## config.mk

```make
export PLATFORM = sky130hd
export DESIGN_NAME = tdm_audio_mixer
export DESIGN_NICKNAME = d
export VERILOG_FILES = /design/src/rtl/discrete_audio_pkg.sv /design/src/rtl/signed_saturator.sv /design/src/rtl/tdm_audio_mixer.sv
export SDC_FILE = /design/constraint.sdc
export NUM_CORES = 1
export LEC_CHECK = 0
export CORE_UTILIZATION = 30
export DETAILED_ROUTE_END_ITERATION = 7
export HOLD_SLACK_MARGIN = 0.03
export PLACE_DENSITY = 0.45
export RECOVER_POWER = 100
export SLEW_MARGIN = 30
export SYNTH_ARGS = -nofsm -noshare
export SYNTH_HDL_FRONTEND = slang
export SYNTH_SLANG_ARGS = --single-unit
export TNS_END_PERCENT = 100
```

## constraint.sdc

```tcl
create_clock -name clk -period 7.8 [get_ports clk]
set_input_delay 1.56 -clock clk [delete_from_list [all_inputs] [get_ports clk]]
set_output_delay 1.56 -clock clk [all_outputs]
set_load 0.05 [all_outputs]
```

## src/rtl/discrete_audio_pkg.sv

```systemverilog
// Shared constants and the mixer state encoding for the discrete audio blocks.
package discrete_audio_pkg;

  localparam int SAMPLE_W   = 16;
  localparam int GAIN_ONE   = 16384;
  localparam int SAMPLE_MAX = 32767;
  localparam int SAMPLE_MIN = -32768;

  typedef enum logic [1:0] {
    IDLE   = 2'd0,
    MAC    = 2'd1,
    ROUND  = 2'd2,
    OUTPUT = 2'd3
  } mix_state_e;

endpackage

```

## src/rtl/signed_saturator.sv

```systemverilog
// Combinational clamp of a wide signed value into the 16-bit sample range.
module signed_saturator
  import discrete_audio_pkg::*;
#(
  parameter int IN_W = 20
) (
  input  logic signed [IN_W-1:0]     din_i,
  output logic signed [SAMPLE_W-1:0] dout_o
);

  localparam logic signed [IN_W-1:0] MAX_V = IN_W'(SAMPLE_MAX);
  localparam logic signed [IN_W-1:0] MIN_V = IN_W'(SAMPLE_MIN);

  always_comb begin
    if (din_i > MAX_V) begin
      dout_o = SAMPLE_W'(SAMPLE_MAX);
    end else if (din_i < MIN_V) begin
      dout_o = SAMPLE_W'(SAMPLE_MIN);
    end else begin
      dout_o = din_i[SAMPLE_W-1:0];
    end
  end

endmodule

```

## src/rtl/tdm_audio_mixer.sv

```systemverilog
// Time-multiplexed N-channel gain mixer: one shared 16x16 multiplier walks the
// channels after each sample strobe, then rounds, clamps and publishes the mix.
module tdm_audio_mixer
  import discrete_audio_pkg::*;
#(
  parameter int NUM_CHANNELS   = 4,
  parameter int GAIN_FRAC_BITS = 14
) (
  input  logic                                 clk,
  input  logic                                 I_RSTn,
  input  logic                                 audio_clk_en,
  input  logic [NUM_CHANNELS*SAMPLE_W-1:0]     in,
  input  logic [NUM_CHANNELS*SAMPLE_W-1:0]     gain,
  output logic signed [SAMPLE_W-1:0]           out,
  output logic                                 out_valid,
  output logic                                 overrun
);

  // Headroom bits so the sum of NUM_CHANNELS full-scale products cannot wrap.
  localparam int ACC_W = 32 + $clog2(NUM_CHANNELS);
  localparam int IDX_W = $clog2(NUM_CHANNELS);
  localparam logic [IDX_W-1:0] LAST_IDX = IDX_W'(NUM_CHANNELS - 1);

  mix_state_e                  state_q, state_d;
  logic signed [SAMPLE_W-1:0]  in_q   [NUM_CHANNELS];
  logic signed [SAMPLE_W-1:0]  in_d   [NUM_CHANNELS];
  logic signed [SAMPLE_W-1:0]  gain_q [NUM_CHANNELS];
  logic signed [SAMPLE_W-1:0]  gain_d [NUM_CHANNELS];
  logic signed [ACC_W-1:0]     acc_q, acc_d;
  logic [IDX_W-1:0]            idx_q, idx_d;
  logic signed [SAMPLE_W-1:0]  res_q, res_d;
  logic signed [SAMPLE_W-1:0]  out_q, out_d;
  logic                        vld_q, vld_d;
  logic                        ovr_q, ovr_d;

  logic signed [31:0]          prod;
  logic signed [ACC_W-1:0]     prod_ext;
  logic signed [ACC_W-1:0]     rounded;
  logic signed [SAMPLE_W-1:0]  sat_out;

  function automatic logic signed [ACC_W-1:0] round_half_up(
    input logic signed [ACC_W-1:0] v
  );
    logic signed [ACC_W-1:0] half;
    half                   = '0;
    half[GAIN_FRAC_BITS-1] = 1'b1;
    return (v + half) >>> GAIN_FRAC_BITS;
  endfunction

  assign prod     = in_q[idx_q] * gain_q[idx_q];
  assign prod_ext = {{(ACC_W-32){prod[31]}}, prod};
  assign rounded  = round_half_up(acc_q);

  signed_saturator #(.IN_W(ACC_W)) u_sat (
    .din_i  (rounded),
    .dout_o (sat_out)
  );

  always_comb begin
    state_d = state_q;
    in_d    = in_q;
    gain_d  = gain_q;
    acc_d   = acc_q;
    idx_d   = idx_q;
    res_d   = res_q;
    out_d   = out_q;
    vld_d   = 1'b0;
    ovr_d   = ovr_q;

    // A strobe while a sample is in flight (including the OUTPUT cycle) is dropped.
    if (audio_clk_en && (state_q != IDLE)) begin
      ovr_d = 1'b1;
    end

    case (state_q)
      IDLE: begin
        if (audio_clk_en) begin
          for (int k = 0; k < NUM_CHANNELS; k++) begin
            in_d[k]   = in[SAMPLE_W*k +: SAMPLE_W];
            gain_d[k] = gain[SAMPLE_W*k +: SAMPLE_W];
          end
          acc_d   = '0;
          idx_d   = '0;
          state_d = MAC;
        end
      end
      MAC: begin
        acc_d = acc_q + prod_ext;
        if (idx_q == LAST_IDX) begin
          idx_d   = '0;
          state_d = ROUND;
        end else begin
          idx_d = idx_q + 1'b1;
        end
      end
      ROUND: begin
        res_d   = sat_out;
        state_d = OUTPUT;
      end
      OUTPUT: begin
        out_d   = res_q;
        vld_d   = 1'b1;
        state_d = IDLE;
      end
      default: state_d = IDLE;
    endcase
  end

  always_ff @(posedge clk) begin
    if (!I_RSTn) begin
      state_q <= IDLE;
      for (int k = 0; k < NUM_CHANNELS; k++) begin
        in_q[k]   <= '0;
        gain_q[k] <= '0;
      end
      acc_q <= '0;
      idx_q <= '0;
      res_q <= '0;
      out_q <= '0;
      vld_q <= 1'b0;
      ovr_q <= 1'b0;
    end else begin
      state_q <= state_d;
      in_q    <= in_d;
      gain_q  <= gain_d;
      acc_q   <= acc_d;
      idx_q   <= idx_d;
      res_q   <= res_d;
      out_q   <= out_d;
      vld_q   <= vld_d;
      ovr_q   <= ovr_d;
    end
  end

  assign out       = out_q;
  assign out_valid = vld_q;
  assign overrun   = ovr_q;

endmodule

```

Word-level counts from Yosys, hierarchy flattened
Index checks and enable logic that the tools add are counted.
{"block": "classes", "addsub": 3, "n_lt_le_gt_ge": 3, "reduce_logical": 7, "bitwise_logic": 1, "eq_ne": 6, "mux": 17, "n_mul": 1}
{"cell": "$mux 16", "n": 6}
{"cell": "$pmux 34 s2", "n": 1}
{"cell": "$bmux 16 s2", "n": 2}
{"cell": "$add 34x15->34 const B", "n": 1}
{"cell": "$add 34x32->34", "n": 1}
{"cell": "$mux 34", "n": 1}
{"cell": "$mul 16x16->32", "n": 1}
{"cell": "$gt 20x16->1 const B", "n": 1}
{"cell": "$lt 20x16->1 const B", "n": 1}
{"cell": "$mux 2", "n": 4}
{"cell": "$pmux 2 s4", "n": 1}
{"cell": "$eq 2x2->1 const B", "n": 3}
{"cell": "$reduce_and 2->1", "n": 3}
{"cell": "$ne 2x2->1 const B", "n": 2}
{"cell": "$pmux 2 s2", "n": 1}
{"cell": "$reduce_bool 2->1", "n": 2}
{"cell": "$ge 3x3->1 const B", "n": 1}
{"cell": "$not 2->3", "n": 1}
{"cell": "$add 2x1->2 const B", "n": 1}
{"cell": "$eq 2x1->1 const B", "n": 1}
{"cell": "$logic_not 2->1", "n": 1}
{"cell": "$logic_and 1x1->1", "n": 1}
{"cell": "$mux 1", "n": 1}
{"block": "word_totals", "wordCells": 53, "out_inout_bits": 18, "register_bits": 200, "inputBits": 131}

Depth between registers and ports, before layout
Gate-level depths: netlist of the first run.
{"block": "logic_depth", "word_depth": 7, "ltp_mapped": 26, "ltp_nobuf": 23}

Modules after synthesis
From an unflattened synthesis of the first run, not the netlist that was laid out.
{"block": "unflattened", "cells_unflattened": 2157, "hier_area_um2": 19841.5}
{"mod": "tdm_audio_mixer", "n_inst": 1, "seq_area_each_um2": 4003.8, "cells_each": 2125, "area_per_inst_um2": 19603.8}
{"mod": "signed_saturator", "n_inst": 1, "seq_area_each_um2": 0.0, "cells_each": 32, "area_per_inst_um2": 237.7}

Worst setup path before layout of the first run
No wires, ideal clock.
{"block": "synth_path", "kind": "register to register", "startpoint": "register idx_q[0]", "endpoint": "register acc_q[33]", "n_path_buf": 3, "t_arrival_ns": 6.868, "period_less_slack_ns": 6.991, "slack_ns": 0.809, "stages_incl_launch_ff": 24, "path_cell_list": "dfxtp_1 -> buf_2 -> buf_2 -> mux4_2 -> clkbuf_1 -> nand2_1 -> inv_1 -> fa_1 -> fa_1 -> fa_1 -> fa_1 -> fa_1 -> inv_1 -> fa_1 -> inv_1 -> ha_1 -> a21o_1 -> a21o_1 -> a211oi_1 -> o21ai_0 -> a41o_1 -> a211oi_2 -> xnor2_1 -> o21ai_1"}
{"block": "synth_via", "elab_chain_cells": 7, "elab_cells_between_ends": 10, "cone_classes": "add/sub (1); mul (1); mux (7); bitwise (1)"}
{"item": "start, declared", "line": "tdm_audio_mixer.sv:30", "rtl": "logic [IDX_W-1:0] idx_q, idx_d;"}
{"item": "start signal, assigned", "line": "tdm_audio_mixer.sv:127", "rtl": "idx_q <= idx_d;"}
{"item": "$not 2->3 (not written as such) (*)", "line": "tdm_audio_mixer.sv:50", "rtl": "assign prod = in_q[idx_q] * gain_q[idx_q];"}
{"item": "$bmux 16 s2", "line": "tdm_audio_mixer.sv:50"}
{"item": "$mux 16 (not written as such) (2 in series)", "line": "tdm_audio_mixer.sv:50"}
{"item": "$mul 16x16->32 (*)", "line": "tdm_audio_mixer.sv:50"}
{"item": "$add 34x32->34 (*)", "line": "tdm_audio_mixer.sv:88", "rtl": "acc_d = acc_q + prod_ext;"}
{"item": "$pmux 34 s2 (*)", "line": "tdm_audio_mixer.sv:75", "rtl": "case (state_q)"}
{"item": "end signal, assigned", "line": "tdm_audio_mixer.sv:116", "rtl": "acc_q <= '0;"}
{"item": "end signal, assigned", "line": "tdm_audio_mixer.sv:126", "rtl": "acc_q <= acc_d;"}
{"item": "end, declared", "line": "tdm_audio_mixer.sv:29", "rtl": "logic signed [ACC_W-1:0] acc_q, acc_d;"}
Every way passes the cells marked *; elsewhere a longest branch is shown, timed or not. The select of a mux whose other input is x is not followed.
A chain may end at the register's enable or synchronous reset.

Worst setup path after layout of the first run
{"block": "layout_path", "startpoint": "register idx_q[0]", "endpoint": "register acc_q[26]"}
The elaborated chain is that of the path after synthesis.

==> key figures, run 1 <==
Outcome
  – Status: finished, violations left
  – Failing checks: capacitance limit, slew limit

Power and ir drop
  – Maximum vdd drop: 170 uV
  – Total net switching power: 2.87 mW
  – Leakage: 10.3 nW
  – Combinational share of power: 0.592
  – Clock share of power: 0.169
  – Switch share: 0.485
  – Sequential Power Share: 0.239
  – Cell internal pwr: 3.05 mW
  – Pwr/cell area: 261 nW/um2

Setup path
  – Worst Setup End Kind: register
  – CP peak stage delay: 0.74 ns
  – CP max stage cell: mux4_2
  – Crit path cell chain: buf_12, mux4_2, and2_0, fa_1, inv_1, fa_1, fa_1, fa_1, inv_1, fa_1, inv_1, fa_1, inv_1, ha_1, a21o_1, a21o_1, a21oi_1, a21boi_0, o21ai_0, a21oi_1, o31a_1, o31ai_1
  – Crit start category: register
  – Critical setup path kind: reg2reg
  – Cell mode on critical path: fa_1
  – Crit path DAT: 7.79 ns
  – CP Max Fanout: 16
  – WP data required: 8.20 ns

Placed design
  – Detail Placement HPWL: 41.6 mm
  – Final GP Congestion: 0.809
  – PortBufs: 148

Logic synthesis
  – Synthesized cell area: 19700 um2
  – Post-synth top area share: 0.310
  – Largest family of logic cells by synthesized area: adder cells
  – Ys async rst share: 0
  – Syn_area_per_cell: 9.15 um2
  – Yosys warnings: 0
  – Proportion of synthesized area in mux cells: 0.0463
  – Xor and xnor fraction of the mapped netlist area: 0.0222
  – Synth Area in Simple Gates: 0.158
  – Area leader, netlist: fa_1
  – Main synth FF type: dfxtp_1
  – Sequential element share of the synthesized area: 0.203
  – Post-Synth Adder-Cell Area: 0.379
  – Post-synthesis cell count: 2152
  – Synth Area in Compound Gates: 0.102
  – Top cells by area, synth: fa_1 31%, dfxtp_1 20%, nand2_1 8.1%
  – Post-synth EDFFs: 0
  – Synth cell types: 65
  – Mapped Nets: 2696
  – Flops & latches, synth: 200

Finish
  – Synth-to-Final Area Change: 15.1%
  – Most frequent cells in the layout: 425 x nand2_1, 359 x inv_1, 304 x fa_1
  – Antenna diodes: 0
  – Final #Nets: 2779
  – Most common cell after layout, fill and taps aside: nand2_1
  – Register Area: 4010 um2
  – Fillers: 6772
  – Area taken by multi-input logic gates: 13900 um2
  – Layout cells sized above 1: 0.0431

Clock network
  – H-Tree Depth: 4
  – Worst-skew pair later-pin latency: 0.50 ns
  – Root Buffer: clkbuf_16
  – Clock transition at path regs: 0.10 ns
  – Longest Clk Path Bufs: 2
  – CTS Buf Count: 17
  – Clock Sinks: 200
  – CTS tree: built

Floorplan
  – IO Count: 149
  – Cell Rows: 93
  – Initial Util: 0.304
  – Die X-Extent: 258 um
  – Die footprint: 66700 um2
  – Die height: 258 um
  – Core box area: 64700 um2

STA
  – Total negative slack: 0 ns
  – Max Clk Rate: 135 MHz
  – Min Tclk post-route: 7.39 ns
  – Worst-margin pin slew: 3.69 ns
  – Final period utilization: 0.947
  – Max-slew headroom: -1.46
  – Fin Hold WS: 0.472 ns
  – Final clock skew: 0.0271 ns
  – Setup violators final: 0
  – Final Hold Fails: 0
  – RSZ-0062 raised after global routing: no
  – Max Transition Viols Final: 187

Job
  – Max-cap violations: 2

Route
  – Vias per inst: 4.66
  – Vias: 14400
  – Wirelength per Cell: 17.0 um
  – Initial DRC count: 652
  – Pre-Repair DR Iteration Count: 5
  – Antenna Nets Post-Route: 0
  – Routed WL: 52.7 mm
  – DRC: 0

Global routing
  – Largest net degree at the start of global routing: 102
  – Vias in the first global route: 16100
  – Antenna violations before repair: 1
  – Total GRT Usage: 0.167
  – GRT Residual Overflow: 0
  – First-pass GRT wire length: 86.6 mm

Min path
  – Hold WC Path Type: reg2reg
cell type report:
class                      instances  share of cell area
sequential                       200               0.177
clock buffer                      17              0.0188
multi-input combinational       1489               0.615
tap                              855              0.0472
inverter                         359              0.0594
clock inverter                    15              0.0102
timing repair buffer             168              0.0724
Yosys cell counts, drive strengths merged, types with 3 or more instances:
master	count
nand2	426
inv	359
fa	305
dfxtp	200
a21boi	131
and2	124
ha	108
clkbuf	98
nor2	50
o21ai	48
a21oi	45
xnor2	39
nor2b	38
mux4	31
mux2i	19
a22oi	15
xor2	11
a21o	8
and3	8
nand3	8
nand4	8
a211oi	6
buf	6
o21a	5
nor3	4
o21bai	4
o31ai	4
and4	3
nor3b	3
timing repair:
action | 4_1_cts | 5_1_grt
buffers inserted | 0 | 0
gates resized for setup | 0 | 1
setup endpoints to repair | 0 | 4
hold buffers | 0 | 0
per-stage QoR:
step	instances	cell area, um2	setup slack, ns	util	total power, mW
2_1_floorplan	2152	19700	0.809	-	3.97
3_3_place_gp	3071	22000	0.330	0.340	4.96
3_5_place_dp	3071	22000	0.248	0.340	4.99
4_1_cts	3103	22700	0.218	0.351	6.03
5_1_grt	3103	22700	0.0359	0.350	6.56
6_report	3103	22700	0.410	0.350	5.92
flip-flops by register name, summed over array words and instances (netlist names):
signal / cells
out_valid: 1
state_q: 2
res_q: 16
overrun: 1
in_q: 64
acc_q: 34
out: 16
idx_q: 2
gain_q: 64
metal layers:
layer,GRT usage,part of all wire
met2,0.307,0.52
met4,0.0424,0.019
met1,0.204,0.44
met5,0,0
met3,0.0229,0.024
cells by family after synthesis:
group | after synthesis
and+or+nand+nor | 683
buffers and inverters | 463
adders and majority gates | 413
AOI/OAI and AO/OA | 291
DFF | 200
muxes | 52
xor gates and xnor gates | 50
power by group through the flow:
| stage | Clock, mW | Sequential (mW) | Combinational [mW] |
|---|---|---|---|
| after floorplan | 0 | 1.37 | 2.60 |
| after global placement | 0 | 1.44 | 3.52 |
| after global routing | 1.08 | 1.45 | 4.04 |
| after CTS | 1.04 | 1.42 | 3.57 |
| final | 1.00 | 1.41 | 3.50 |
| after detailed placement | 0 | 1.44 | 3.55 |
worst paths after layout:
kind / from / end / slack [ns] / cells after the start
min reg2reg: gain_q[37]$_SDFFE_PN0P_ / gain_q[37]$_SDFFE_PN0P_ / 0.47 / 2
max: idx_q[0]$_SDFFE_PN0P_ / acc_q[26]$_SDFFE_PN0P_ / 0.41 / 22
min: gain_q[37]$_SDFFE_PN0P_ / gain_q[37]$_SDFFE_PN0P_ / 0.47 / 2
max reg2reg: idx_q[0]$_SDFFE_PN0P_ / acc_q[26]$_SDFFE_PN0P_ / 0.41 / 22
worst max-delay path: cells and delay by family, from the launching register on:
family / cells / cell delay [ns]
adders and majority gates: 7 / 3.46
AOI/OAI and AO/OA: 8 / 1.86
muxes: 1 / 0.74
DFF: 1 / 0.53
buffers and inverters: 5 / 0.44
and+or+nand+nor: 1 / 0.25
(Power assumes the default switching activity.)
==> run 2, diff against run 1 <==
--- a/config.mk
+++ b/config.mk
@@ -5,6 +5,7 @@
 export SDC_FILE = /design/constraint.sdc
 export NUM_CORES = 1
 export LEC_CHECK = 0
+export CORE_ASPECT_RATIO = 2
 export CORE_UTILIZATION = 30
 export DETAILED_ROUTE_END_ITERATION = 7
 export HOLD_SLACK_MARGIN = 0.03
==> key figures, run 2 (synthesis results as in run 1) <==
Setup path
  – CP Max Fanout: 36 (was 16)
  – Crit start category: register (unchanged)
  – Crit path DAT: 7.77 ns (was 7.79 ns)
  – Worst Setup End Kind: register (unchanged)
  – RR Endpoint: acc_q[24]$_SDFFE_PN0P_ (was acc_q[26]$_SDFFE_PN0P_)
  – Critical Path Start: idx_q[0]$_SDFFE_PN0P_ (unchanged)
  – RR Startpoint: idx_q[0]$_SDFFE_PN0P_ (unchanged)
  – Critical setup path kind: reg2reg (unchanged)
  – WP data required: 8.17 ns (was 8.20 ns)
  – Worst reg-to-reg path cell count: 23 (was 22)
  – Worst Setup EP: acc_q[24]$_SDFFE_PN0P_ (was acc_q[26]$_SDFFE_PN0P_)
  – FF-to-FF setup slack: 0.40 ns (was 0.41 ns)

Finish
  – Most common cell after layout, fill and taps aside: nand2_1 (unchanged)
  – Largest regs: gain_q (64), in_q (64), acc_q (34) (unchanged)
  – Final Cell Area: 22700 um2 (about the same)
  – Synth-to-Final Area Change: 15.3% (was 15.1%)
  – Final #Nets: 2780 (was 2779)
  – Layout cells sized above 1: 0.0431 (about the same)
  – Most frequent cells in the layout: 425 x nand2_1, 359 x inv_1, 304 x fa_1 (unchanged)

STA
  – Max Transition Viols Final: 222 (was 187)
  – Final period utilization: 0.949 (was 0.947)
  – Total negative slack: 0 ns (unchanged)
  – Final clock skew: 0.0315 ns (was 0.0271 ns)
  – Min Tclk post-route: 7.40 ns (was 7.39 ns)
  – Setup violators final: 0 (unchanged)
  – Max-slew headroom: -1.88 (was -1.46)
  – Max Clk Rate: 135 MHz (about the same)
  – Final Hold Fails: 0 (unchanged)
  – RSZ-0062 raised after global routing: no (unchanged)
  – Worst-margin pin slew: 4.31 ns (was 3.69 ns)

Clock network
  – Setup Buffers After CTS: 0 (unchanged)
  – CTS tree: built (unchanged)
  – Clock Sinks: 200 (unchanged)
  – H-Tree Depth: 4 (unchanged)
  – Post-CTS Hold Fix Bufs: 0 (unchanged)
  – Root Buffer: clkbuf_16 (unchanged)
  – Clock transition at path regs: 0.08 ns (was 0.10 ns)
  – Worst-skew pair later-pin latency: 0.51 ns (was 0.50 ns)
  – CTS Buf Count: 17 (unchanged)
  – Longest Clk Path Bufs: 2 (unchanged)
  – PostCTS Resize Cnt: 0 (unchanged)

Global routing
  – Largest net degree at the start of global routing: 120 (was 102)
  – First-pass GRT wire length: 95.1 mm (was 86.6 mm)
  – Vias in the first global route: 16800 (was 16100)
  – GRT Residual Overflow: 0 (unchanged)
  – Total GRT Usage: 0.193 (was 0.167)
  – Antenna violations before repair: 5 (was 1)

Floorplan
  – IO Count: 149 (unchanged)
  – Die X-Extent: 183 um (was 258 um)
  – Die footprint: 66700 um2 (about the same)
  – Initial Util: 0.304 (about the same)
  – Die height: 364 um (was 258 um)
  – Cell Rows: 132 (was 93)
  – Core box area: 64700 um2 (about the same)

Route
  – Routed WL: 60.4 mm (was 52.7 mm)
  – Initial DRC count: 581 (was 652)
  – Wirelength per Cell: 19.3 um (was 17.0 um)
  – DRC: 0 (unchanged)
  – Vias per inst: 4.68 (was 4.66)
  – Antenna Nets Post-Route: 0 (unchanged)
  – Pre-Repair DR Iteration Count: 5 (unchanged)
  – Vias: 14600 (was 14400)

Outcome
  – Failing checks: capacitance limit, slew limit (unchanged)
  – Status: finished, violations left (unchanged)

Power and ir drop
  – Maximum vdd drop: 256 uV (was 170 uV)
  – Leakage: 10.3 nW (about the same)
  – Pwr/cell area: 268 nW/um2 (was 261 nW/um2)

Placed design
  – PortBufs: 148 (unchanged)
  – DP Area: 22000 um2 (about the same)
  – Detail Placement HPWL: 49.0 mm (was 41.6 mm)
  – Final GP Congestion: 0.862 (was 0.809)

Min path
  – Hold depth: 2 (unchanged)
  – Hold WC Path Type: reg2reg (unchanged)

Job
  – Max-cap violations: 3 (was 2)
## run 2: changes by cell type in the layout (fill, tap and decap cells not counted), sizes merged
cell,previous run,this run
diode,0,4
buf,17,18
## run 2: stage by stage
| step | setup slack (ns) | std cells | power [mW] | hold slack [ns] | util |
|---|---|---|---|---|---|
| floorplan | 0.809 | 2152 | 3.97 | 0.440 | - |
| global placement | 0.279 | 3088 | 5.09 | 0.453 | 0.340 |
| detailed placement | 0.297 | 3088 | 5.15 | 0.457 | 0.340 |
| CTS | 0.262 | 3120 | 6.21 | 0.470 | 0.351 |
| global route | 0.0129 | 3124 | 6.70 | 0.487 | 0.351 |
| finish | 0.401 | 3124 | 6.08 | 0.469 | 0.351 |
## run 2: report_power, final
group          switching (mW)  internal (mW)  leakage [nW]
registers               0.180           1.23          1.63
logic                    2.25           1.39          8.38
clock network           0.562          0.463         0.321
## run 2: worst min path at each step
stage,start,endpoint,slack (ns)
floorplan,gain_q[47]$_SDFFE_PN0P_,gain_q[47]$_SDFFE_PN0P_,0.44
global placement,gain_q[39]$_SDFFE_PN0P_,gain_q[39]$_SDFFE_PN0P_,0.45
detailed placement,gain_q[39]$_SDFFE_PN0P_,gain_q[39]$_SDFFE_PN0P_,0.46
CTS,gain_q[39]$_SDFFE_PN0P_,gain_q[39]$_SDFFE_PN0P_,0.47
global route,in_q[7]$_SDFFE_PN0P_,in_q[7]$_SDFFE_PN0P_,0.49
finish,gain_q[8]$_SDFFE_PN0P_,gain_q[8]$_SDFFE_PN0P_,0.47
## run 2: cell type report
type	instances	area, um2
timing repair buffer	169	1630
clock buffer	17	425
sequential	200	4010
tap	871	1090
antenna	4	10.0
clock inverter	15	239
inverter	359	1350
fill	6816	42000
multi-input combinational	1489	13900
## run 2: layer usage
layer,vias up,global-route usage,share of wire
met3,123,0.0218,0.024
li1,6851,-,-
met1,7376,0.181,0.34
met4,0,0.115,0.059
met2,273,0.392,0.58
met5,-,0,0
## run 2: critical path, cell delays in order (launching register included)
cell	delay [ns]
dfxtp_2	0.35
buf_12	0.27
mux4_2	0.74
nand2_1	0.23
inv_1	0.09
fa_2	0.68
inv_1	0.09
fa_1	0.48
fa_1	0.51
inv_1	0.05
fa_1	0.51
fa_1	0.50
inv_1	0.07
fa_1	0.48
inv_1	0.04
ha_1	0.34
and3_1	0.20
and2_1	0.14
o21a_1	0.20
a21boi_0	0.51
o21ai_0	0.22
and3_1	0.22
o21ai_0	0.19
a21boi_0	0.11
==> run 3, diff against run 2 <==
--- a/config.mk
+++ b/config.mk
@@ -11,6 +11,7 @@
 export HOLD_SLACK_MARGIN = 0.03
 export PLACE_DENSITY = 0.45
 export RECOVER_POWER = 100
+export REMOVE_ABC_BUFFERS = 1
 export SLEW_MARGIN = 30
 export SYNTH_ARGS = -nofsm -noshare
 export SYNTH_HDL_FRONTEND = slang
==> key figures, run 3 (synthesis results as in run 1) <==
Finish
  – Fillers: 6877 (was 6816)
  – Final core occ: 0.354 (was 0.351)
  – Antenna diodes: 0 (was 4)
  – Most common cell after layout, fill and taps aside: nand2_1 (unchanged)
  – Largest regs: gain_q (64), in_q (64), acc_q (34) (unchanged)
  – Final #Nets: 2808 (was 2780)
  – Layout cells sized above 1: 0.0536 (was 0.0431)
  – Synth-to-Final Area Change: 16.3% (was 15.3%)
  – Most frequent cells in the layout: 425 x nand2_1, 359 x inv_1, 305 x fa_1 (was 425 x nand2_1, 359 x inv_1, 304 x fa_1)
  – Fin cells: 3148 (was 3124)

STA
  – Fin worst setup slack: 0.320 ns (was 0.401 ns)
  – Max-slew headroom: -0.998 (was -1.88)
  – Final period utilization: 0.959 (was 0.949)
  – Final Hold Fails: 0 (unchanged)
  – Worst-margin pin slew: 3.00 ns (was 4.31 ns)
  – Max Clk Rate: 134 MHz (was 135 MHz)
  – Total negative slack: 0 ns (unchanged)
  – Setup violators final: 0 (unchanged)
  – Max Transition Viols Final: 215 (was 222)
  – Final clock skew: 0.0285 ns (was 0.0315 ns)
  – Min Tclk post-route: 7.48 ns (was 7.40 ns)
  – RSZ-0062 raised after global routing: no (unchanged)

Global routing
  – Largest net degree at the start of global routing: 123 (was 120)
  – First-pass GRT wire length: 92.7 mm (was 95.1 mm)
  – Vias in the first global route: 16700 (was 16800)
  – Total GRT Usage: 0.185 (was 0.193)
  – GRT Residual Overflow: 0 (unchanged)
  – Antenna violations before repair: 0 (was 5)

Floorplan
  – Die X-Extent: 183 um (unchanged)
  – Initial Util: 0.304 (unchanged)
  – Core box area: 64700 um2 (unchanged)
  – Cell Rows: 132 (unchanged)
  – Die height: 364 um (unchanged)
  – Die footprint: 66700 um2 (unchanged)
  – IO Count: 149 (unchanged)

Clock network
  – CTS tree: built (unchanged)
  – Clock Sinks: 200 (unchanged)
  – CTS Buf Count: 17 (unchanged)
  – Worst-skew pair later-pin latency: 0.50 ns (was 0.51 ns)
  – Root Buffer: clkbuf_16 (unchanged)
  – Clock transition at path regs: 0.09 ns (was 0.08 ns)
  – H-Tree Depth: 4 (unchanged)
  – Longest Clk Path Bufs: 2 (unchanged)

Route
  – DRC: 0 (unchanged)
  – Pre-Repair DR Iteration Count: 5 (unchanged)
  – Wirelength per Cell: 18.4 um (was 19.3 um)
  – Antenna Nets Post-Route: 0 (unchanged)
  – Vias: 14700 (was 14600)
  – Vias per inst: 4.65 (was 4.68)
  – Initial DRC count: 587 (was 581)
  – Routed WL: 58.0 mm (was 60.4 mm)

Outcome
  – Failing checks: capacitance limit, slew limit (unchanged)
  – Status: finished, violations left (unchanged)

Power and ir drop
  – Maximum vdd drop: 189 uV (was 256 uV)
  – Leakage: 10.5 nW (was 10.3 nW)
  – Pwr/cell area: 265 nW/um2 (was 268 nW/um2)

Placed design
  – Detail Placement HPWL: 47.6 mm (was 49.0 mm)
  – PortBufs: 148 (unchanged)
  – Placed cell count: 3113 (was 3088)
  – Final GP Congestion: 0.838 (was 0.862)
  – Pre-CTS setup slack: 0.173 ns (was 0.297 ns)

Setup path
  – Crit start category: register (unchanged)
  – Worst Setup End Kind: register (unchanged)
  – Crit path DAT: 7.81 ns (was 7.77 ns)
  – Critical setup path kind: reg2reg (unchanged)
  – WP data required: 8.13 ns (was 8.17 ns)
  – CP Max Fanout: 26 (was 36)
  – Worst reg-to-reg path cell count: 24 (was 23)

Min path
  – Hold WC Path Type: reg2reg (unchanged)
  – Hold depth: 2 (unchanged)

Job
  – Max-cap violations: 4 (was 3)
-- run 3: repair_timing --
item | CTS | global route
buffers inserted | 0 | 2
hold buffers | 0 | 0
gates resized for setup | 0 | 2
endpoints found under the setup margin | 0 | 2
endpoints found under the hold margin | 0 | 0
-- run 3: metal layers --
layer / track usage / share of wire / up-vias
met3: 0.0181 / 0.017 / 86
li1: - / - / 6899
met2: 0.384 / 0.59 / 246
met1: 0.180 / 0.35 / 7420
met4: 0.0778 / 0.038 / 0
met5: 0 / 0 / -
-- run 3: power by group --
group | switching [mW] | leakage (nW) | internal [mW]
logic | 2.21 | 8.53 | 1.44
registers | 0.187 | 1.63 | 1.23
clock network | 0.552 | 0.316 | 0.461
-- run 3: area by class of cell --
| cell class | instances | area (um2) | share of cell area |
|---|---|---|---|
| timing repair buffer | 197 | 1860 | 0.0811 |
| clock buffer | 17 | 425 | 0.0186 |
| clock inverter | 15 | 229 | 0.0100 |
| inverter | 359 | 1350 | 0.0589 |
| sequential | 200 | 4010 | 0.175 |
| tap | 871 | 1090 | 0.0476 |
| multi-input combinational | 1489 | 13900 | 0.609 |
-- run 3: metrics by stage --
step	instance area (um2)	hold WS (ns)	total power [mW]
global placement	22200	0.451	5.09
detailed placement	22200	0.460	5.13
CTS	22900	0.472	6.17
finish	22900	0.466	6.08
floorplan	19300	0.440	3.93
global route	22900	0.486	6.70
-- run 3: worst max-delay path, cell delays in order, from the launching register on --
cell and delay (ns):
dfxtp_2 0.38, buf_12 0.22, buf_4 0.28, mux4_2 0.72
and2_1 0.26, fa_1 0.53, inv_1 0.06, fa_1 0.53
inv_1 0.05, fa_1 0.44, fa_1 0.49, fa_1 0.52
inv_1 0.05, fa_1 0.47, inv_1 0.04, ha_1 0.36
a211oi_1 0.26, nor2_1 0.10, o41a_1 0.37, o2bb2ai_1 0.17
a311oi_1 0.44, buf_4 0.22, o31ai_1 0.09, xnor2_1 0.14
o21ai_0 0.09
-- run 3: worst paths after layout --
path	endpoint	slack, ns	startpoint
max	acc_q[32]$_SDFFE_PN0P_	0.32	idx_q[0]$_SDFFE_PN0P_
min	in_q[14]$_SDFFE_PN0P_	0.47	in_q[14]$_SDFFE_PN0P_
max reg2reg	acc_q[32]$_SDFFE_PN0P_	0.32	idx_q[0]$_SDFFE_PN0P_
min reg2reg	in_q[14]$_SDFFE_PN0P_	0.47	in_q[14]$_SDFFE_PN0P_
